--- src/rtl/regfile_pkg.sv ---
// regfile_pkg: shared widths, FSM state encoding and the register-zero index
// for the register file access controller.
package regfile_pkg;

    localparam int DEF_DATA_W = 32;
    localparam int DEF_ADDR_W = 5;
    localparam int REG_ZERO   = 0;

    typedef enum logic [1:0] {
        IDLE,
        ISSUE,
        CAPTURE,
        PRESENT
    } state_e;

endpackage

--- src/rtl/regfile_fwd_unit.sv ---
// regfile_fwd_unit: per-operand writeback forwarding; remembers a write that
// lands on the edge the file samples the address and bypasses a write on the capture edge.
module regfile_fwd_unit #(
    parameter int DATA_W = regfile_pkg::DEF_DATA_W,
    parameter int ADDR_W = regfile_pkg::DEF_ADDR_W
) (
    input  logic              clk,
    input  logic              rst_n,
    input  logic              i_track,
    input  logic [ADDR_W-1:0] i_rs,
    input  logic              i_wb_fire,
    input  logic [ADDR_W-1:0] i_wb_addr,
    input  logic [DATA_W-1:0] i_wb_data,
    input  logic [DATA_W-1:0] i_rf_rdata,
    output logic [DATA_W-1:0] o_data
);

    logic              r_hit;
    logic [DATA_W-1:0] r_data;
    logic              w_match;

    assign w_match = i_wb_fire && (i_wb_addr == i_rs);

    always_ff @(posedge clk) begin
        if (!rst_n) begin
            r_hit  <= 1'b0;
            r_data <= '0;
        end else if (i_track) begin
            r_hit  <= w_match;
            r_data <= i_wb_data;
        end
    end

    // A write on the capture edge is newer than anything remembered from the issue edge.
    assign o_data = w_match ? i_wb_data : r_hit ? r_data : i_rf_rdata;

endmodule

--- src/rtl/regfile_access_ctrl.sv ---
// regfile_access_ctrl: operand-fetch sequencer for a synchronous-read register file.
// Define R0_HARDWIRE_EN to make register 0 read as zero and ignore writes to it.
module regfile_access_ctrl
    import regfile_pkg::*;
#(
    parameter int DATA_W = DEF_DATA_W,
    parameter int ADDR_W = DEF_ADDR_W
) (
    input  logic              clk,
    input  logic              rst_n,
    input  logic              req_valid,
    output logic              req_ready,
    input  logic [ADDR_W-1:0] req_rs1,
    input  logic [ADDR_W-1:0] req_rs2,
    input  logic [ADDR_W-1:0] req_rd,
    output logic              op_valid,
    input  logic              op_ready,
    output logic [DATA_W-1:0] op_a,
    output logic [DATA_W-1:0] op_b,
    output logic [ADDR_W-1:0] op_rd,
    input  logic              wb_valid,
    output logic              wb_ready,
    input  logic [ADDR_W-1:0] wb_addr,
    input  logic [DATA_W-1:0] wb_data,
    output logic [ADDR_W-1:0] rf_raddr1,
    output logic [ADDR_W-1:0] rf_raddr2,
    input  logic [DATA_W-1:0] rf_rdata1,
    input  logic [DATA_W-1:0] rf_rdata2,
    output logic              rf_we,
    output logic [ADDR_W-1:0] rf_waddr,
    output logic [DATA_W-1:0] rf_wdata
);

    state_e            r_state;
    state_e            w_next;
    logic [ADDR_W-1:0] r_rs1;
    logic [ADDR_W-1:0] r_rs2;
    logic              w_accept;
    logic [DATA_W-1:0] w_fa;
    logic [DATA_W-1:0] w_fb;
    logic [DATA_W-1:0] w_a;
    logic [DATA_W-1:0] w_b;

    assign req_ready = rst_n && (r_state == IDLE);
    assign op_valid  = (r_state == PRESENT);
    assign w_accept  = req_valid && req_ready;
    assign wb_ready  = rst_n;
    assign rf_waddr  = wb_addr;
    assign rf_wdata  = wb_data;
    assign rf_raddr1 = r_rs1;
    assign rf_raddr2 = r_rs2;

`ifdef R0_HARDWIRE_EN
    assign rf_we = wb_valid && wb_ready && (wb_addr != ADDR_W'(REG_ZERO));
    assign w_a   = (r_rs1 == ADDR_W'(REG_ZERO)) ? '0 : w_fa;
    assign w_b   = (r_rs2 == ADDR_W'(REG_ZERO)) ? '0 : w_fb;
`else
    assign rf_we = wb_valid && wb_ready;
    assign w_a   = w_fa;
    assign w_b   = w_fb;
`endif

    always_ff @(posedge clk) begin
        if (!rst_n) r_state <= IDLE;
        else        r_state <= w_next;
    end

    always_comb begin
        w_next = r_state;
        case (r_state)
            IDLE:    w_next = w_accept ? ISSUE : IDLE;
            ISSUE:   w_next = CAPTURE;
            CAPTURE: w_next = PRESENT;
            PRESENT: w_next = op_ready ? IDLE : PRESENT;
            default: w_next = IDLE;
        endcase
    end

    always_ff @(posedge clk) begin
        if (!rst_n) begin
            r_rs1 <= '0;
            r_rs2 <= '0;
            op_rd <= '0;
            op_a  <= '0;
            op_b  <= '0;
        end else begin
            if (w_accept) begin
                r_rs1 <= req_rs1;
                r_rs2 <= req_rs2;
                op_rd <= req_rd;
            end
            if (r_state == CAPTURE) begin
                op_a <= w_a;
                op_b <= w_b;
            end
        end
    end

    regfile_fwd_unit #(.DATA_W(DATA_W), .ADDR_W(ADDR_W)) u_fwd_a (
        .clk        (clk),
        .rst_n      (rst_n),
        .i_track    (r_state == ISSUE),
        .i_rs       (r_rs1),
        .i_wb_fire  (rf_we),
        .i_wb_addr  (wb_addr),
        .i_wb_data  (wb_data),
        .i_rf_rdata (rf_rdata1),
        .o_data     (w_fa)
    );

    regfile_fwd_unit #(.DATA_W(DATA_W), .ADDR_W(ADDR_W)) u_fwd_b (
        .clk        (clk),
        .rst_n      (rst_n),
        .i_track    (r_state == ISSUE),
        .i_rs       (r_rs2),
        .i_wb_fire  (rf_we),
        .i_wb_addr  (wb_addr),
        .i_wb_data  (wb_data),
        .i_rf_rdata (rf_rdata2),
        .o_data     (w_fb)
    );

endmodule

--- config.mk ---
export PLATFORM = sky130hd
export DESIGN_NAME = regfile_access_ctrl
export DESIGN_NICKNAME = d
export VERILOG_FILES = /design/src/rtl/regfile_pkg.sv /design/src/rtl/regfile_fwd_unit.sv /design/src/rtl/regfile_access_ctrl.sv
export SDC_FILE = /design/constraint.sdc
export NUM_CORES = 1
export LEC_CHECK = 0
export ABC_AREA = 1
export CAP_MARGIN = 20
export CORE_ASPECT_RATIO = 0.8
export CORE_MARGIN = 2
export CORE_UTILIZATION = 49
export CTS_CLUSTER_SIZE = 28
export DETAILED_ROUTE_END_ITERATION = 6
export PLACE_DENSITY = 0.85
export SLEW_MARGIN = 10
export SYNTH_ARGS = -nofsm -noshare
export SYNTH_HDL_FRONTEND = slang
export SYNTH_SLANG_ARGS = --single-unit
--- constraint.sdc ---
create_clock -name clk -period 3.8 [get_ports clk]
set_input_delay 0.76 -clock clk [delete_from_list [all_inputs] [get_ports clk]]
set_output_delay 0.76 -clock clk [all_outputs]
set_load 0.05 [all_outputs]
### Word level (Yosys, flattened, before mapping)

Index checks and enable logic that the tools add are counted.

| storage, ports and cells | value |
|---|---|
| register bits after elaboration | 115 |
| bits of input ports | 121 |
| output and inout bits | 120 |
| word-level logic and storage cells | 27 |

| operators by class | value |
|---|---|
| equality and inequality tests | 5 |
| mux-type cells | 7 |
| reduce and logical (&&, ||, !) cells | 6 |

Operators with widths:

| operator | number |
|---|---|
| $mux W32 | 4 |
| $eq A5 B5 Y1 | 2 |
| $pmux W2 S4 | 1 |
| $logic_and A1 B1 Y1 | 5 |
| $eq A2 B2 Y1 const B | 2 |
| $eq A2 B1 Y1 const B | 1 |
| $logic_not A2 Y1 | 1 |
| $mux W2 | 1 |
| $mux W1 | 1 |

### Longest topological paths before layout

| depth | value |
|---|---|
| word-level depth | 5 |
| gate-level depth with buffers | 11 |
| gate-level depth less buffers | 9 |

### Modules after synthesis

A second synthesis with hierarchy kept.

| second synthesis, totals | value |
|---|---|
| cell total of the unflattened synthesis | 1085 |
| area total of the unflattened synthesis | 7792.5 um2 |

By module, submodules not included:

| module | times used | cells each | area an instance (um2) | seq. area each (um2) |
|---|---|---|---|---|
| regfile_fwd_unit | 2 | 312 | 2150.8 | 660.6 |
| regfile_access_ctrl | 1 | 461 | 3490.8 | 1621.6 |

### Worst setup path after synthesis

No wires, ideal clock.

| timing path | value |
|---|---|
| path type | input-to-output |
| start point | input port rst_n |
| end point | output port req_ready |
| arrival time | 1525 ps |
| data required time | 3040 ps |
| path slack | 1515 ps |
| stages | 3 |
| buffers on the path | 1 |
| path through | buf_4 inv_2 nor3_4 |

| on the way | value |
|---|---|
| longest elaborated chain between the ends | 1 |

RTL lines:

| item | RTL line | source |
|---|---|---|
| start, declared | regfile_access_ctrl.sv:10 | `input logic rst_n,` |
| $logic_and A1 B1 Y1 | regfile_access_ctrl.sv:44 | `assign req_ready = rst_n && (r_state == IDLE);` |
| end, declared | regfile_access_ctrl.sv:12 | `output logic req_ready,` |

No other way between the ends.

### Final worst setup path

| timing path | value |
|---|---|
| start point | input port wb_valid |
| end point | output port rf_we |

| on the way | value |
|---|---|
| longest elaborated chain between the ends | 1 |

RTL lines:

| item | RTL line | source |
|---|---|---|
| start, declared | regfile_access_ctrl.sv:21 | `input logic wb_valid,` |
| $logic_and A1 B1 Y1 | regfile_access_ctrl.sv:58 | `assign rf_we = wb_valid && wb_ready;` |
| end, declared | regfile_access_ctrl.sv:29 | `output logic rf_we,` |

No other way between the ends.

==> key figures <==
Timing
  – Max Fclk: 332 MHz
  – Final Max Slew Viols: 0
  – Period utilization: 79.2%
  – Setup TNS: 0 ps
  – Final Critical Period: 3010 ps
  – RSZ-0062 raised after global routing: no
  – Skew final: 10.2 ps
  – Hold Violations, Final: 0
  – # setup viols final: 0
  – Max transition margin: 33.1%
  – Measured slew at the worst slew-check pin: 1000 ps

Detailed routing
  – Drc violations: 0
  – Vias per cell: 5.27
  – Drt total wl: 21,700 um
  – Post-route ant nets: 0
  – Max Used Layer: met4
  – 1st-iter DRT viols: 423
  – Routed len/inst: 16.6 um
  – Detailed-routing wirelength on met1: 8950 um
  – Met2 wire length: 10,200 um
  – Via count: 6,872
  – DRT Pass-1 Iters: 5
  – Metal3 WL: 1970 um

Worst setup path
  – CP Buf/Inv Count: 3
  – Worst R2R Start: r_state[1]$_SDFF_PN0_
  – Cell repeated most along the worst path: clkdlybuf4s50_1
  – Critical Path RT: 3040 ps
  – Critical path origin: wb_valid
  – Cell-by-cell trace of the critical path: clkdlybuf4s50_1 -> nand2_4 -> inv_2 -> clkdlybuf4s50_1
  – CP top delay family: buffers and inverters
  – CP Capture Type: primary output
  – Crit-path max cell delay: 810 ps
  – CP Launch Type: input port
  – CP Max Fanout: 3
  – Slowest stage cell, crit path: clkdlybuf4s50_1
  – CP Class: input port to primary output
  – Arrival time worst endpoint: 2250 ps

Clock tree
  – Clk root buf: clkbuf_16
  – H-Tree Depth: 4
  – CTS tree: built
  – Clock slew at reported path FFs: 50 ps
  – Clock Tree Buf Depth: 2
  – CTS Buf Count: 17
  – PostCTS Resize Cnt: 0
  – Clk_lat worst skew: 400 ps
  – # hold bufs at CTS: 0
  – Post-CTS Setup Bufs: 0
  – Clock Sinks: 115

Floorplanning
  – Initial Util: 50.7%
  – Top-level port count: 241
  – Die span in y: 108 um
  – Placement row count: 37
  – Core region area: 13,000 um2
  – Die width: 133 um
  – Die ar.: 14,400 um2

Layout
  – Fill count: 1,036
  – Layout cells sized above 1: 11.4%
  – Antenna cell count: 0
  – P&R area growth vs syn: 40.9%
  – Fin nets: 1,237
  – Post-Layout Cell Count: 1,303

Place
  – PortBufs: 240
  – DP Wirelength: 13,700 um
  – RD Place Congestion: 0.893
  – Placed insts: 1,272

Yosys
  – Yosys top cell area share: 35.0%
  – Synth warnings: 0
  – Synthesized Nets: 1,065
  – Synth cell types: 22
  – Adder-cell share of the synthesized area: 0%
  – #FFs+latches synth: 115
  – Largest family of logic cells by synthesized area: simple AND/OR/NAND/NOR gates
  – Cell type with the largest total area after synthesis: dfxtp_1
  – Sequential share of the synthesized area: 35.0%
  – Syn Area/Cell: 6.96 um2
  – Top cells by area, synth: dfxtp_1 35%, nor2_1 11%, mux2_2 11%
  – Syn Inst Count: 944
  – Area fraction in compound gates after synthesis: 5.29%
  – Synth Area in Simple Gates: 33.4%
  – Mapped cell area: 6570 um2
  – XOR/XNOR Fraction of Synth Area: 0%
  – Mux cell area share after synthesis: 11.0%

Global route
  – First-pass GRT wire length: 33,200 um
  – Grt ovf: 0
  – Total track usage: 29.6%
  – Vias in the first global route: 6,494
  – Initial antenna violation count: 0
  – Largest net degree at the start of global routing: 72

Power and ir drop
  – Pwr/cell area: 507 nW/um2
  – Peak VDD IR: 0.280 mV
  – Leakage: 4.10 nW
  – Overall power: 4.70 mW

Flow run
  – Maxcap violations: 0

Hold path
  – Worst Hold Class: flop to flop
  – HP Start: op_rd[2]$_SDFFE_PN0P_

Run status
  – Status: completed
## final timing paths
check,slack (ps),end,depth (start not counted)
max,790,rf_we,4
min,460,op_rd[2]$_SDFFE_PN0P_,2
max reg2reg,1680,op_a[20]$_SDFFE_PN0P_,7
min reg2reg,460,op_rd[2]$_SDFFE_PN0P_,2
## area by class of cell
class	count	area, um2	area share, %
inverters	87	327	3.53
clock inverters	9	151	1.64
clock buffers	22	484	5.23
well taps	175	219	2.37
multi-input cells	644	3270	35.3
repair buffers	251	2500	27.0
flip-flops and latches	115	2300	24.9
## layer usage
| layer | global-route usage [%] | vias to the layer above |
|---|---|---|
| li1 | - | 3302 |
| met1 | 35.6 | 3157 |
| met2 | 50.0 | 364 |
| met3 | 8.33 | 49 |
| met4 | 12.2 | 0 |
| met5 | 0 | - |
## report_power, final
group | switching (mW) | internal (mW) | leakage (nW)
sequential | 0.135 | 1.36 | 0.943
combinational | 0.921 | 0.570 | 2.84
clock | 0.548 | 1.16 | 0.312
## cells in the final DEF (no fill, tap or decap)
cell type	Yosys	routed
buf_4	46	10
nand2_4	2	2
a21oi_1	21	21
clkinv_2	0	3
buf_12	0	2
nor2_2	3	2
clkinv_4	0	1
inv_1	84	84
clkbuf_1	12	1
nor3_4	1	1
dfxtp_1	115	113
bufinv_16	0	4
nand2_1	166	166
buf_2	25	1
clkbuf_8	0	4
dfxtp_2	0	2
inv_2	3	3
mux2_2	64	64
o21ai_0	41	41
nand3_4	2	2
nor2_1	196	196
nand2_2	2	2
nand3_1	135	135
clkbuf_16	0	17
o21ai_1	4	4
clkdlybuf4s50_1	0	238
clkinvlp_4	0	1
a21oi_2	2	2
nor2_4	5	6
## metrics by stage
step	utilization (%)	area, um2	hold slack [ps]	worst slack, ps
final	71.4	9260	459	792
after global routing	71.4	9260	485	775
after CTS	71.4	9260	459	795
after detailed placement	66.5	8620	451	798
after global placement	66.5	8620	449	798
after floorplan	-	6570	486	1520
## worst min-delay path: cells and delay by family, from the launching register on
kind             cells  cell delay (ps)
flip-flops           1              310
AO/OA/AOI/OAI        1               50
AND/OR/NAND/NOR      1               60
## logic make-up (layout without fill, tap and decap cells)
logic type / count (synthesis) / count (layout)
simple gates: 512 / 512
buf+inv: 185 / 369
flops: 115 / 115
compound gates: 68 / 68
mux: 64 / 64
## cells in the mapped netlist
| cell | n |
|---|---|
| nor3_4 | 1 |
| inv_2 | 3 |
| nand2_4 | 2 |
| nor2_2 | 3 |
| buf_6 | 14 |
| dfxtp_1 | 115 |
| o21ai_1 | 4 |
| nand2_1 | 166 |
| a21oi_2 | 2 |
| nand3_4 | 2 |
| nand3_1 | 135 |
| a21oi_1 | 21 |
| buf_1 | 1 |
| buf_2 | 25 |
| clkbuf_1 | 12 |
| nor2_4 | 5 |
| inv_1 | 84 |
| mux2_2 | 64 |
| o21ai_0 | 41 |
| nor2_1 | 196 |
| buf_4 | 46 |
| nand2_2 | 2 |
## registers in the layout (all words and copies together), names as in the netlist
| register | cells |
|---|---|
| r_state | 2 |
| u_fwd_a.r_data | 32 |
| op_rd | 5 |
| op_b | 32 |
| rf_raddr1 | 5 |
| rf_raddr2 | 5 |
| u_fwd_b.r_hit | 1 |
| op_a | 32 |
| u_fwd_a.r_hit | 1 |
Power figures use the tool's default switching activity.
